### src/rtl/rf_wr_arbiter_if.sv
// Bundles the requester, clear, status and register-file write signals of the write-port controller.
// Latency: none; this is wiring only.
// Backpressure: a requester holds req/addr/data until it sees its gnt.
interface rf_wr_arbiter_if #(
    parameter int pw = 4,
    parameter int dw = 8
);
    // zero-fill sweep request
    logic          clr_req;

    // requester A: core writeback
    logic          a_req;
    logic [pw-1:0] a_addr;
    logic [dw-1:0] a_data;
    logic          a_gnt;

    // requester B: load / memory return
    logic          b_req;
    logic [pw-1:0] b_addr;
    logic [dw-1:0] b_data;
    logic          b_gnt;

    // status and the registered write stage toward the register file
    logic          init_busy;
    logic          rf_wr_en;
    logic [pw-1:0] rf_wr_addr;
    logic [dw-1:0] rf_wr_data;

    // requester / environment side
    modport master (
        output clr_req,
        output a_req, a_addr, a_data,
        input  a_gnt,
        output b_req, b_addr, b_data,
        input  b_gnt,
        input  init_busy,
        input  rf_wr_en, rf_wr_addr, rf_wr_data
    );

    // controller side
    modport slave (
        input  clr_req,
        input  a_req, a_addr, a_data,
        output a_gnt,
        input  b_req, b_addr, b_data,
        output b_gnt,
        output init_busy,
        output rf_wr_en, rf_wr_addr, rf_wr_data
    );
endinterface

### src/rtl/rf_wr_arbiter.sv
// Shares the single register-file write port between A and B with round-robin arbitration, and runs zero-fill sweeps.
// Latency: a grant in cycle k shows on rf_wr_* in cycle k+1; the file commits at the end of cycle k+1.
// Backpressure: grants are combinational; an ungranted requester holds. There are no grants during a sweep or a clear cycle.
module rf_wr_arbiter #(
    parameter int pw = 4,
    parameter int dw = 8
) (
    input logic          i_clk,
    input logic          i_rst_n,
    rf_wr_arbiter_if.slave bus
);

    typedef enum logic {
        S_INIT = 1'b0,
        S_ARB  = 1'b1
    } state_t;

    // Encoding of the last-grant pointer
    localparam logic PTR_A = 1'b0;
    localparam logic PTR_B = 1'b1;

    // Final address of the sweep; the counter wraps to 0 after it
    localparam logic [pw-1:0] CNT_LAST = {pw{1'b1}};

    // Registered state
    state_t        r_state;
    logic [pw-1:0] r_cnt;
    logic          r_ptr;
    logic          r_wr_en;
    logic [pw-1:0] r_wr_addr;
    logic [dw-1:0] r_wr_data;

    // Next-state values and arbitration results
    state_t        w_state_nxt;
    logic [pw-1:0] w_cnt_nxt;
    logic          w_ptr_nxt;
    logic          w_wr_en_nxt;
    logic [pw-1:0] w_wr_addr_nxt;
    logic [dw-1:0] w_wr_data_nxt;
    logic          w_a_win;
    logic          w_b_win;
    logic          w_arb_open;

    // Grants only exist in ARB. A clear request closes arbitration for that cycle.
    assign w_arb_open = (r_state == S_ARB) && !bus.clr_req;

    // Round-robin choice: a lone requester wins. On a tie, the winner is the side the pointer does not name.
    always_comb begin
        w_a_win = 1'b0;
        w_b_win = 1'b0;
        if (w_arb_open) begin
            if (bus.a_req && bus.b_req) begin
                w_a_win = (r_ptr == PTR_B);
                w_b_win = (r_ptr == PTR_A);
            end else begin
                w_a_win = bus.a_req;
                w_b_win = bus.b_req;
            end
        end
    end

    // Next state for the FSM, the sweep counter, the pointer and the write stage
    always_comb begin
        w_state_nxt   = r_state;
        w_cnt_nxt     = r_cnt;
        w_ptr_nxt     = r_ptr;
        w_wr_en_nxt   = 1'b0;
        w_wr_addr_nxt = r_wr_addr;
        w_wr_data_nxt = r_wr_data;

        case (r_state)
            S_INIT: begin
                w_wr_en_nxt   = 1'b1;
                w_wr_data_nxt = '0;
                if (bus.clr_req) begin
                    // Restart the sweep. Address 0 is written now and is written again by the next sweep step.
                    w_wr_addr_nxt = '0;
                    w_cnt_nxt     = '0;
                end else begin
                    w_wr_addr_nxt = r_cnt;
                    w_cnt_nxt     = r_cnt + pw'(1);
                    if (r_cnt == CNT_LAST) begin
                        w_state_nxt = S_ARB;
                    end
                end
            end

            S_ARB: begin
                if (bus.clr_req) begin
                    // Enter a new sweep. The pointer keeps its value so fairness carries across the clear.
                    w_state_nxt   = S_INIT;
                    w_cnt_nxt     = '0;
                    w_wr_en_nxt   = 1'b1;
                    w_wr_addr_nxt = '0;
                    w_wr_data_nxt = '0;
                end else if (w_a_win) begin
                    w_wr_en_nxt   = 1'b1;
                    w_wr_addr_nxt = bus.a_addr;
                    w_wr_data_nxt = bus.a_data;
                    w_ptr_nxt     = PTR_A;
                end else if (w_b_win) begin
                    w_wr_en_nxt   = 1'b1;
                    w_wr_addr_nxt = bus.b_addr;
                    w_wr_data_nxt = bus.b_data;
                    w_ptr_nxt     = PTR_B;
                end
            end

            default: begin
                w_state_nxt = S_INIT;
                w_cnt_nxt   = '0;
            end
        endcase
    end

    // State register with synchronous active-low reset. Reset drops any staged write.
    always_ff @(posedge i_clk) begin
        if (!i_rst_n) begin
            r_state   <= S_INIT;
            r_cnt     <= '0;
            r_ptr     <= PTR_B;
            r_wr_en   <= 1'b0;
            r_wr_addr <= '0;
            r_wr_data <= '0;
        end else begin
            r_state   <= w_state_nxt;
            r_cnt     <= w_cnt_nxt;
            r_ptr     <= w_ptr_nxt;
            r_wr_en   <= w_wr_en_nxt;
            r_wr_addr <= w_wr_addr_nxt;
            r_wr_data <= w_wr_data_nxt;
        end
    end

    // While reset is held, grants are forced low and the block reports busy, whatever state is left over.
    assign bus.a_gnt      = w_a_win & i_rst_n;
    assign bus.b_gnt      = w_b_win & i_rst_n;
    assign bus.init_busy  = (r_state == S_INIT) | ~i_rst_n;

    // The write stage drives the register file directly and also serves as the read-bypass source.
    assign bus.rf_wr_en   = r_wr_en;
    assign bus.rf_wr_addr = r_wr_addr;
    assign bus.rf_wr_data = r_wr_data;

endmodule

### src/flat_wrapper.sv
// flat-port wrapper written by rule: the top's interface ports become plain ports
module rf_wr_arbiter_flat 
#(
    parameter int pw = 4,
    parameter int dw = 8
)
  (i_clk, i_rst_n, bus_clr_req, bus_a_req, bus_a_addr, bus_a_data, bus_a_gnt, bus_b_req, bus_b_addr, bus_b_data, bus_b_gnt, bus_init_busy, bus_rf_wr_en, bus_rf_wr_addr, bus_rf_wr_data);
  rf_wr_arbiter_if #(.pw(pw), .dw(dw)) bus_i ();
  input logic i_clk;
  input logic i_rst_n;
  input wire logic [$bits(bus_i.clr_req)-1:0] bus_clr_req;
  input wire logic [$bits(bus_i.a_req)-1:0] bus_a_req;
  input wire logic [$bits(bus_i.a_addr)-1:0] bus_a_addr;
  input wire logic [$bits(bus_i.a_data)-1:0] bus_a_data;
  output wire logic [$bits(bus_i.a_gnt)-1:0] bus_a_gnt;
  input wire logic [$bits(bus_i.b_req)-1:0] bus_b_req;
  input wire logic [$bits(bus_i.b_addr)-1:0] bus_b_addr;
  input wire logic [$bits(bus_i.b_data)-1:0] bus_b_data;
  output wire logic [$bits(bus_i.b_gnt)-1:0] bus_b_gnt;
  output wire logic [$bits(bus_i.init_busy)-1:0] bus_init_busy;
  output wire logic [$bits(bus_i.rf_wr_en)-1:0] bus_rf_wr_en;
  output wire logic [$bits(bus_i.rf_wr_addr)-1:0] bus_rf_wr_addr;
  output wire logic [$bits(bus_i.rf_wr_data)-1:0] bus_rf_wr_data;
  assign bus_i.clr_req = bus_clr_req;
  assign bus_i.a_req = bus_a_req;
  assign bus_i.a_addr = bus_a_addr;
  assign bus_i.a_data = bus_a_data;
  assign bus_a_gnt = bus_i.a_gnt;
  assign bus_i.b_req = bus_b_req;
  assign bus_i.b_addr = bus_b_addr;
  assign bus_i.b_data = bus_b_data;
  assign bus_b_gnt = bus_i.b_gnt;
  assign bus_init_busy = bus_i.init_busy;
  assign bus_rf_wr_en = bus_i.rf_wr_en;
  assign bus_rf_wr_addr = bus_i.rf_wr_addr;
  assign bus_rf_wr_data = bus_i.rf_wr_data;
  rf_wr_arbiter #(.pw(pw), .dw(dw)) u_core (.i_clk(i_clk), .i_rst_n(i_rst_n), .bus(bus_i));
endmodule
### config.mk
export PLATFORM = sky130hd
export DESIGN_NAME = rf_wr_arbiter_flat
export DESIGN_NICKNAME = d
export VERILOG_FILES = /design/src/rtl/rf_wr_arbiter_if.sv /design/src/rtl/rf_wr_arbiter.sv /design/src/flat_wrapper.sv
export SDC_FILE = /design/constraint.sdc
export NUM_CORES = 1
export LEC_CHECK = 0
export ABC_AREA = 1
export BUFFER_PORTS_ARGS = -buffer_cell sky130_fd_sc_hd__buf_2
export CAP_MARGIN = 40
export CORE_ASPECT_RATIO = 0.9
export CORE_MARGIN = 4
export CORE_UTILIZATION = 47
export CTS_CLUSTER_DIAMETER = 120
export DETAILED_ROUTE_END_ITERATION = 8
export PLACE_DENSITY = 0.86
export RECOVER_POWER = 25
export REMOVE_ABC_BUFFERS = 1
export SLEW_MARGIN = 20
export SYNTH_ARGS = -nofsm -noshare
export SYNTH_HDL_FRONTEND = slang
export SYNTH_SLANG_ARGS = --single-unit
### constraint.sdc
create_clock -name i_clk -period 1.3 [get_ports i_clk]
set_input_delay 0.13 -clock i_clk [delete_from_list [all_inputs] [get_ports i_clk]]
set_output_delay 0.13 -clock i_clk [all_outputs]
set_load 0.005 [all_outputs]
==> summary.txt <==
Route
  • Post-detailed-route via-to-cell ratio: 5.152
  • Routed wire length: 2801 um
  • Final antenna-violating net count: 0
  • Residual DRC count: 0
  • Routed length per instance: 12.13 um
  • Length of the first detailed-routing pass in iterations: 4
  • Starting DRC count in detailed routing: 78
  • Via total after detailed routing: 1,190

Synthesis
  • Async set-reset flop share out of synthesis: 0
  • Netlist area before placement: 1097 um2
  • Top cell types by occurrence after synthesis: nand2_1 (28), dfxtp_1 (19), inv_1 (16)
  • Number of enable-type register cells in the synthesized netlist: 0
  • Synthesized instance count: 152
  • Leading cell types by total area after synthesis: dfxtp_1 (35%), nand2_1 (9.6%), nand3_1 (6.4%), nand4_1 (6.3%), inv_1 (5.5%)
  • Syn. warnings: 0
  • Mapped Avg Cell Area: 7.219 um2
  • Number of distinct standard cells referenced by the synthesized netlist: 25
  • Register bit total from synthesis: 19
  • Cell taking the most area after synthesis: dfxtp_1
  • Area share of the leading cell type in the synthesized netlist: 0.3466
  • Dominant cell by count in the synthesized netlist: nand2_1
  • Seq/Total Area, Yosys: 0.3466
  • Prevailing post-synth register cell: dfxtp_1

Timing
  • Highest clock frequency the design can meet: 0.7942 GHz
  • Slew @ Worst Pin: 0.4162 ns
  • RSZ-0062 raised after global routing: yes
  • Final critical-path setup slack: 0.04086 ns
  • Worst-case clock skew: 0.005888 ns
  • Final Hold Fails: 0
  • Max-slew violation count: 0
  • Max-Slew Margin vs Limit: 0.7222
  • Final setup violation count: 0
  • Shortest clock period the worst path allows after layout: 1.259 ns
  • Tcrit/Tclk final: 0.9686

GRT
  • Global-route wire length before repair: 4657 um
  • Number of global-route vias before repair: 1,085
  • Number of antenna violations at the first check in global routing: 0
  • Largest net degree at the start of global routing: 16
  • GRT Residual Overflow: 0
  • Overall global routing resource usage: 0.1864

Floorplan
  • Std cell rows: 16
  • Die ar.: 3173 um2
  • Area of the core: 2202 um2
  • Height of the chip: 53.84 um
  • I/O pin total: 45
  • Die X-Extent: 58.93 um
  • Initial standard-cell utilization of the core: 0.4983

Outcome
  • Outcome: finished clean

Setup path
  • Kind of end point of the critical path: primary output
  • Arr. time, crit path: 1.13 ns
  • Worst R2R Path Depth: 10
  • Origin of the critical flop-to-flop path: u_core.r_ptr$_SDFFE_PN1P_
  • Slowest-stage cell, CP: dfxtp_4
  • Data required time at the worst endpoint: 1.17 ns
  • Worst setup slack for register-to-register paths: 0.04 ns
  • Worst Path Class, Setup: reg2out
  • Endpoint of the most critical register-to-register path: u_core.bus.rf_wr_addr[3]$_SDFFE_PN0P_
  • Stage delay of the slowest cell on the critical path: 0.40 ns
  • Crit path top cell by count: nand2_4
  • Element type at the critical path start: flip-flop
  • CP max FO: 4
  • Crit path launch: u_core.r_ptr$_SDFFE_PN1P_
  • Critical path, cell by cell: nand2_4, nand2_4, nand2_8, nor2_2, buf_2

CTS
  • Master cell of the clock root buffer: clkbuf_4
  • Clock net sink count: 19
  • Hold buffer count at cts: 0
  • Number of buffers on the longest clock path: 2
  • Clock-pin slew of the registers on the worst-case setup and hold paths: 0.11 ns
  • Worst-skew pair later-pin latency: 0.30 ns
  • Clock tree from TritonCTS: built
  • TritonCTS buffer count: 3
  • CTS H-Tree Depth: 1

Place
  • Placed instance count: 220
  • Port bufs: 44
  • Post-placement cell area: 1323 um2
  • Last weighted congestion value of the routability-driven placer: 0.8660
  • Post-placement worst setup slack: 0.009655 ns
  • Sum of net half-perimeters after detailed placement: 2100 um

Job
  • Max-cap violations: 0

Finish
  • Final standard cell count with taps included and fillers excluded: 231
  • Number of fillers in the final layout: 211
  • Final Util: 0.6523
  • Design area: 1436 um2
  • Final layout net count: 235
  • Area growth from synthesis to layout: 30.90%
  • Share of cells above drive strength 1: 0.3480
  • Count of antenna diodes in the layout: 0

Worst hold path
  • Start point of the worst min-delay path: i_rst_n
  • Hold path cells: 3
  • Worst min-delay path endpoint: u_core.bus.rf_wr_data[0]$_SDFFE_PN0P_
  • Worst Hold Class: in2reg

Pwr
  • Cell area power density: 717.0 nW/um2
  • Worst supply voltage drop on vdd: 0.0005466 V
  • P_leak: 0.0007180 uW
cell usage in the layout, fill, tap and decap left out, drive strengths merged, types with 2 or more instances in the layout:
master  netlist  final
buf           7     51
o21ai         9      9
nand2        33     33
clkbuf        0      7
or2           2      2
a21oi        12     12
nand4        11     11
inv          18     18
dfxtp        19     19
nand3b        6      6
nand3        16     16
nor2         16     16
what timing repair did:
item                       4_1_cts  5_1_grt
cloned                           0        0
setup endpoints to repair        6       12
buffers inserted                 6        1
pin swaps                        4        2
resized for setup                8        3
cell type report:
| type | count | area (um2) | area share |
|---|---|---|---|
| clock inverter | 1 | 5.005 | 0.003484 |
| timing repair buffer | 55 | 305.3 | 0.2125 |
| multi-input combinational | 108 | 614.3 | 0.4277 |
| tap | 27 | 33.78 | 0.02352 |
| clock buffer | 3 | 22.52 | 0.01568 |
| inverter | 18 | 70.07 | 0.04878 |
| sequential | 19 | 385.4 | 0.2683 |
layer usage:
| layer | GRT usage | wire length [um] |
|---|---|---|
| met1 | 0.2298 | 1195 |
| met2 | 0.3254 | 1373 |
| met3 | 0.03837 | 206 |
| met4 | 0.06038 | 26 |
| met5 | 0 | 0 |
worst max path at each step:
stage / to / slack [ns] / depth (start not counted)
global route: bus_b_gnt / -0.06 / 5
floorplan: u_core.r_ptr$_SDFFE_PN1P_ / 0.06 / 6
detailed placement: u_core.bus.rf_wr_data[6]$_SDFFE_PN0P_ / 0.01 / 6
CTS: bus_b_gnt / -0.03 / 5
finish: bus_a_gnt / 0.04 / 5
global placement: u_core.bus.rf_wr_data[4]$_SDFFE_PN0P_ / 0.1 / 6
kinds of logic after synthesis:
family,count (synthesis),share of synthesized area
buffers and inverters,25,0.1152
and+or+nand+nor,85,0.4116
adders and majority gates,1,0.01140
DFF,19,0.3466
AOI/OAI and AO/OA,22,0.1152
critical path: cells and delay by family (launching register included):
kind	cells	cell delay [ns]
buf+inv	1	0.12
flops	1	0.40
simple gates	4	0.31
power by group:
group	switching (uW)	internal, uW
combinational	79.1	62.6
sequential	4.69	586
clock	183	115
total	267	763
registers in the layout (all words and copies together), names as in the netlist:
name	flops
u_core.bus.rf_wr_data	8
u_core.bus.rf_wr_addr	4
u_core.r_cnt	4
u_core.bus.rf_wr_en	1
u_core.r_ptr	1
u_core.r_state	1
through the flow:
step | hold slack, ns | power (uW) | setup TNS [ns]
floorplan | 0.2276 | 667.6 | 0
global placement | 0.4290 | 734.0 | 0
detailed placement | 0.4392 | 739.3 | 0
CTS | 0.1075 | 1046 | -0.02853
global route | 0.1389 | 1084 | -0.2079
finish | 0.1153 | 1030 | 0
Power figures use the tool's default switching activity.
